**src/rtl/seq_pkg.sv**
```systemverilog
// ============================================================================
// seq_pkg
// Shared types and defaults for the serializer / sequence-detector slice.
// Revision: 1.0 - initial release
// ============================================================================
`default_nettype none

package seq_pkg;

  typedef enum logic [0:0] {
    SER_IDLE  = 1'b0,
    SER_SHIFT = 1'b1
  } ser_state_t;

  localparam int SER_DEF_WIDTH = 8;

endpackage : seq_pkg

`default_nettype wire

```
**src/rtl/bit_serializer.sv**
```systemverilog
// ============================================================================
// bit_serializer
// Parallel-to-serial front end feeding the sequence detector's serial input.
// Optional macro SER_LSB_FIRST_EN selects LSB-first order (default MSB first).
// Revision: 1.0 - initial release
// ============================================================================
`default_nettype none

module bit_serializer
  import seq_pkg::*;
#(
  parameter int WIDTH = SER_DEF_WIDTH
) (
  input  logic             clk,
  input  logic             rst,
  input  logic [WIDTH-1:0] in_data,
  input  logic             in_valid,
  output logic             in_ready,
  output logic             x_out,
  output logic             x_valid,
  output logic             busy
);

  localparam int CW = $clog2(WIDTH);
  localparam logic [CW-1:0] c_last = CW'(WIDTH - 1);

  ser_state_t       r_state;
  logic [WIDTH-1:0] r_sreg;
  logic [CW-1:0]    r_cnt;

  ser_state_t       w_next_state;
  logic [WIDTH-1:0] w_next_sreg;
  logic [CW-1:0]    w_next_cnt;
  logic [WIDTH-1:0] w_shifted;
  logic             w_in_ready;

  // Zero fill keeps the register clear once a word has fully drained,
  // so x_out is 0 in idle straight from the flop.
`ifdef SER_LSB_FIRST_EN
  assign w_shifted = {1'b0, r_sreg[WIDTH-1:1]};
  assign x_out     = r_sreg[0];
`else
  assign w_shifted = {r_sreg[WIDTH-2:0], 1'b0};
  assign x_out     = r_sreg[WIDTH-1];
`endif

  always_comb begin
    w_next_state = r_state;
    w_next_sreg  = r_sreg;
    w_next_cnt   = r_cnt;
    w_in_ready   = 1'b0;
    case (r_state)
      SER_IDLE: begin
        w_in_ready = 1'b1;
        if (in_valid) begin
          w_next_sreg  = in_data;
          w_next_cnt   = '0;
          w_next_state = SER_SHIFT;
        end
      end
      SER_SHIFT: begin
        if (r_cnt == c_last) begin
          w_in_ready = 1'b1;
          if (in_valid) begin
            w_next_sreg = in_data;
            w_next_cnt  = '0;
          end else begin
            w_next_sreg  = w_shifted;
            w_next_cnt   = '0;
            w_next_state = SER_IDLE;
          end
        end else begin
          w_next_sreg = w_shifted;
          w_next_cnt  = r_cnt + CW'(1);
        end
      end
      default: begin
        w_next_state = SER_IDLE;
        w_next_sreg  = '0;
        w_next_cnt   = '0;
      end
    endcase
  end

  always_ff @(posedge clk or posedge rst) begin
    if (rst) begin
      r_state <= SER_IDLE;
      r_sreg  <= '0;
      r_cnt   <= '0;
    end else begin
      r_state <= w_next_state;
      r_sreg  <= w_next_sreg;
      r_cnt   <= w_next_cnt;
    end
  end

  assign in_ready = w_in_ready;
  assign x_valid  = (r_state == SER_SHIFT);
  assign busy     = (r_state == SER_SHIFT);

endmodule : bit_serializer

`default_nettype wire
```
**config.mk**
```make
export PLATFORM = sky130hd
export DESIGN_NAME = bit_serializer
export DESIGN_NICKNAME = d
export VERILOG_FILES = /design/src/rtl/seq_pkg.sv /design/src/rtl/bit_serializer.sv
export SDC_FILE = /design/constraint.sdc
export NUM_CORES = 1
export LEC_CHECK = 0
export BUFFER_PORTS_ARGS = -buffer_cell sky130_fd_sc_hd__buf_2
export CELL_PAD_IN_SITES_DETAIL_PLACEMENT = 0
export CELL_PAD_IN_SITES_GLOBAL_PLACEMENT = 1
export CORE_MARGIN = 8
export CORE_UTILIZATION = 24
export CTS_BUF_LIST = sky130_fd_sc_hd__clkbuf_8
export DETAILED_ROUTE_END_ITERATION = 7
export PLACE_DENSITY = 0.54
export SYNTH_ARGS = -nofsm -noshare
export SYNTH_HDL_FRONTEND = slang
export SYNTH_SLANG_ARGS = --single-unit
export TNS_END_PERCENT = 1
```
**constraint.sdc**
```tcl
create_clock -name clk -period 3.98 [get_ports clk]
set_clock_uncertainty 0.1 [all_clocks]
set_input_delay 0.796 -clock clk [delete_from_list [all_inputs] [get_ports clk]]
set_output_delay 0.796 -clock clk [all_outputs]
set_load 0.02 [all_outputs]
```
==> After elaboration in Yosys (flattened, before gate mapping) <==
Index checks and enable logic that the tools add are counted.
{ "word_totals": {"input_bits": 11, "output_inout_bits": 4, "wordCells": 19, "ff_bits": 12} }
{ "classes": {"bitwise": 1, "addsub": 1, "mux": 12, "n_eq_ne": 2} }
{ "op_table": {"columns": ["op", "count"], "rows": [
  ["two-way mux 8 bit", 3],
  ["case mux 8 bit (2 select lines)", 1],
  ["two-way mux 3 bit", 2],
  ["case mux 3 bit (2 select lines)", 1],
  ["case mux 1 bit (2 select lines)", 2],
  ["adder 3 x 1 -> 3 bit (second input constant)", 1],
  ["== test 3 bit (second input constant)", 1],
  ["two-way mux 1 bit", 3],
  ["inequality test 2 bit (second input constant)", 1],
  ["inverter 1 bit", 1]
]} }

==> Logic depth before layout (Yosys ltp) <==
{ "logic_depth": {"ltp_word": 3, "mapped_depth": 5} }

==> Least setup slack after synthesis <==
No wires, ideal clock.
{ "synth_timing": {"path_type": "flip-flop to output port", "start": "register r_cnt[0]", "end": "output port in_ready", "required_time_ns": 3.084, "t_arrival_ns": 0.993, "n_path_buf": 0, "path_slack_ns": 2.091, "path_stages_with_launch": 4, "cell_sequence": "dfrtp_1 -> ha_1 -> ha_1 -> nand2b_1"} }
{ "synth_between": {"elab_chain_cells": 3} }
{ "synth_lines": {"columns": ["item", "line", "rtl"], "rows": [
  ["from (decl)", "bit_serializer.sv:29", "logic [CW-1:0] r_cnt;"],
  ["from (signal assigned)", "bit_serializer.sv:93", "r_cnt <= w_next_cnt;"],
  ["== test 3 bit", "bit_serializer.sv:62", "if (r_cnt == c_last) begin"],
  ["two-way mux 1 bit", "bit_serializer.sv:62", null],
  ["case mux 1 bit (2 select lines)", "bit_serializer.sv:52", "case (r_state)"],
  ["to (decl)", "bit_serializer.sv:18", "output logic in_ready,"]
]} }
Every way passes these cells.

==> Worst setup path in the final report <==
Same ends and word-level chain as after synthesis.

==> results_dict.tcl <==
set metrics [dict create \
    slew_headroom_pct 56.9 \
    hpwl_microns 961 \
    required_ns 3.08 \
    synth_seq_area_share_pct 45.6 \
    netlist_instances 61 \
    antenna_cells 0 \
    final_util_pct 28.8 \
    cpPeakStageDelay_ns 0.39 \
    gp_congestion 0.668 \
    die_w_microns 68.4 \
    area_delta_synth_final_pct 17.5 \
    vias 493 \
    clk_latency_ns 0.24 \
    critPathLaunchType "flop" \
    crit_cells 4 \
    final_common_cell "buf_2" \
    clk_pin_slew_ns 0.06 \
    outcome "completed" \
    cp.arrival_ns 1.38 \
    grt_max_degree 23 \
    io_pins 15 \
    cts-root-buf "clkbuf_8" \
    antenna_left 0 \
    syn_nets 75 \
    cts_tree "yes" \
    die_y_microns 68.4 \
    nets 89 \
    numPortBuffers 14 \
    hold_depth 2 \
    fp-row-count 19 \
    timing.max_cap.violations 0 \
    rsz0062_at_grt "false" \
    drtIter0Drc 17 \
    ir_drop_mv 0.329 \
    path_cells "ha_1 -> ha_1 -> nand2b_1 -> buf_2" \
    cts_buffers 3 \
    dieArea_sq_um 4670 \
    fin_tns_setup_ns 0 \
    ys_ff_latch 12 \
    clock_sinks 12 \
    synth_cell_type_count 19 \
    finish.instance_area_sq_um 773 \
    period_needed_ns 2.28 \
    cp_top_family "adder cells" \
    finalHoldViolCount 0 \
    fin_crit_sh_pct 57.3 \
    worstHoldPathType "reg -> reg" \
    wire_per_inst_microns 13.1 \
    grt.total_usage_pct 6.38 \
    grt_pass1_vias 486 \
    dp.cells 101 \
    cts_hold_buf 0 \
    reg2reg_depth 5 \
    fmax_ghz 0.439 \
    route.detailed.drc 0 \
    critPathMaxFanout 3 \
    tightest_slew_ns 0.647 \
    grt-ovfl-total 0 \
    powerDensity_nw_per_um2 664 \
    drive_above_1_share_pct 27.0 \
    grt_pass1_wl_mm 2.21 \
    cts_buffer_depth 2 \
    start_util_pct 24.5 \
    syn_avg_cell_area_sq_um 10.8 \
    stdcell_count 105 \
    first_pass_iters 4 \
    synth_area_sq_um 658 \
    drv_slew 0 \
    place_area_sq_um 718 \
    critPathBufInv 1 \
    crit_top_cell "ha_1" \
    coreArea_sq_um 2690 \
    yosysWarnings 0 \
    finalSetupViolations 0 \
    routed_wl_mm 1.38 \
    total_power_w 0.000514 \
    endpoint_kind "output pin" \
    postCtsSetupBuffers 0 \
    viasPerCell 4.70 \
    antenna_found_initial 0 \
    cp_slowest_cell "dfrtp_1" \
    htree_levels 1 \
    p_leak_nw 0.393 \
    path_class "reg -> out" \
    cts_resized 0 \
    final_cell_mix "14 x buf_2, 12 x dfrtp_1, 8 x mux2i_1, 8 x o21ai_1" \
]
==> layer usage <==
layer | vias up | part of all wire, % | GRT usage [%]
li1 | 249 | - | -
met1 | 231 | 47 | 7.53
met2 | 11 | 45 | 9.14
met3 | 2 | 7.4 | 4.09
met4 | 0 | 0.58 | 2.30
met5 | - | 0 | 0
==> cell usage after synthesis <==
| cell | count | area, sq um |
|---|---|---|
| a31oi_1 | 7 | 43.8 |
| nor2_1 | 1 | 3.75 |
| buf_6 | 1 | 11.3 |
| nand3_1 | 1 | 5.00 |
| nand2_2 | 1 | 6.26 |
| and3_1 | 7 | 43.8 |
| a21o_2 | 1 | 8.76 |
| nand2b_1 | 1 | 6.26 |
| buf_2 | 2 | 10.0 |
| nand2_1 | 1 | 3.75 |
| ha_1 | 3 | 37.5 |
| o21ai_1 | 8 | 40.0 |
| a22o_1 | 2 | 17.5 |
| buf_4 | 1 | 7.51 |
| mux2i_1 | 8 | 80.1 |
| dfrtp_1 | 12 | 300 |
| buf_12 | 1 | 20.0 |
| o21ai_0 | 1 | 5.00 |
| inv_1 | 2 | 7.51 |
==> kinds of logic after synthesis <==
group,synth area share (%)
mux,12.2
simple gates,10.5
fa+ha+maj,5.70
flops,45.6
buf+inv,8.56
compound gates,17.5
==> state kept, by name, indices dropped and copies added (netlist names) <==
signal / count
r_sreg: 8
busy: 1
r_cnt: 3
==> worst reg2reg max path, delay by kind of cell (launching register included) <==
family	cells	cell delay, ns
adder cells (fa/ha/maj)	2	0.53
flip-flops	1	0.36
AO/OA/AOI/OAI	2	0.30
AND/OR/NAND/NOR	1	0.19
==> power by group <==
group	leakage, nW	total [W]	internal (W)	switching (W)
combinational	0.212	0.000169	0.0000817	0.0000871
sequential	0.152	0.000214	0.000172	0.0000421
clock	0.0288	0.000131	0.0000872	0.0000437
total	0.393	0.000514	0.000341	0.000173
==> worst paths after layout <==
path	start	to	slack [ns]
setup / recovery	r_cnt[0]	in_ready	1.70
hold / removal	r_sreg[2]	r_sreg[3]	0.39
setup reg to reg	r_cnt[0]	r_sreg[2]	2.36
hold reg to reg	r_sreg[2]	r_sreg[3]	0.39
max in group asynchronous	rst	r_sreg[1]	2.99
min in group asynchronous	rst	r_sreg[7]	0.46
==> area by class of cell <==
class	count	area [sq um]
fill	285	1910
clock buffer	4	55.1
tap	31	38.8
multi-input combinational	42	302
inverter	2	7.51
timing repair buffer	14	70.1
sequential	12	300
==> per-stage QoR <==
stage          setup slack (ns)  hold slack [ns]
3_5_place_dp               1.94            0.391
4_1_cts                    1.68            0.402
6_report                   1.70            0.391
2_1_floorplan              2.09            0.367
5_1_grt                    1.63            0.424
3_3_place_gp               1.97            0.388
Note: power is estimated with default switching activity, not from simulation.
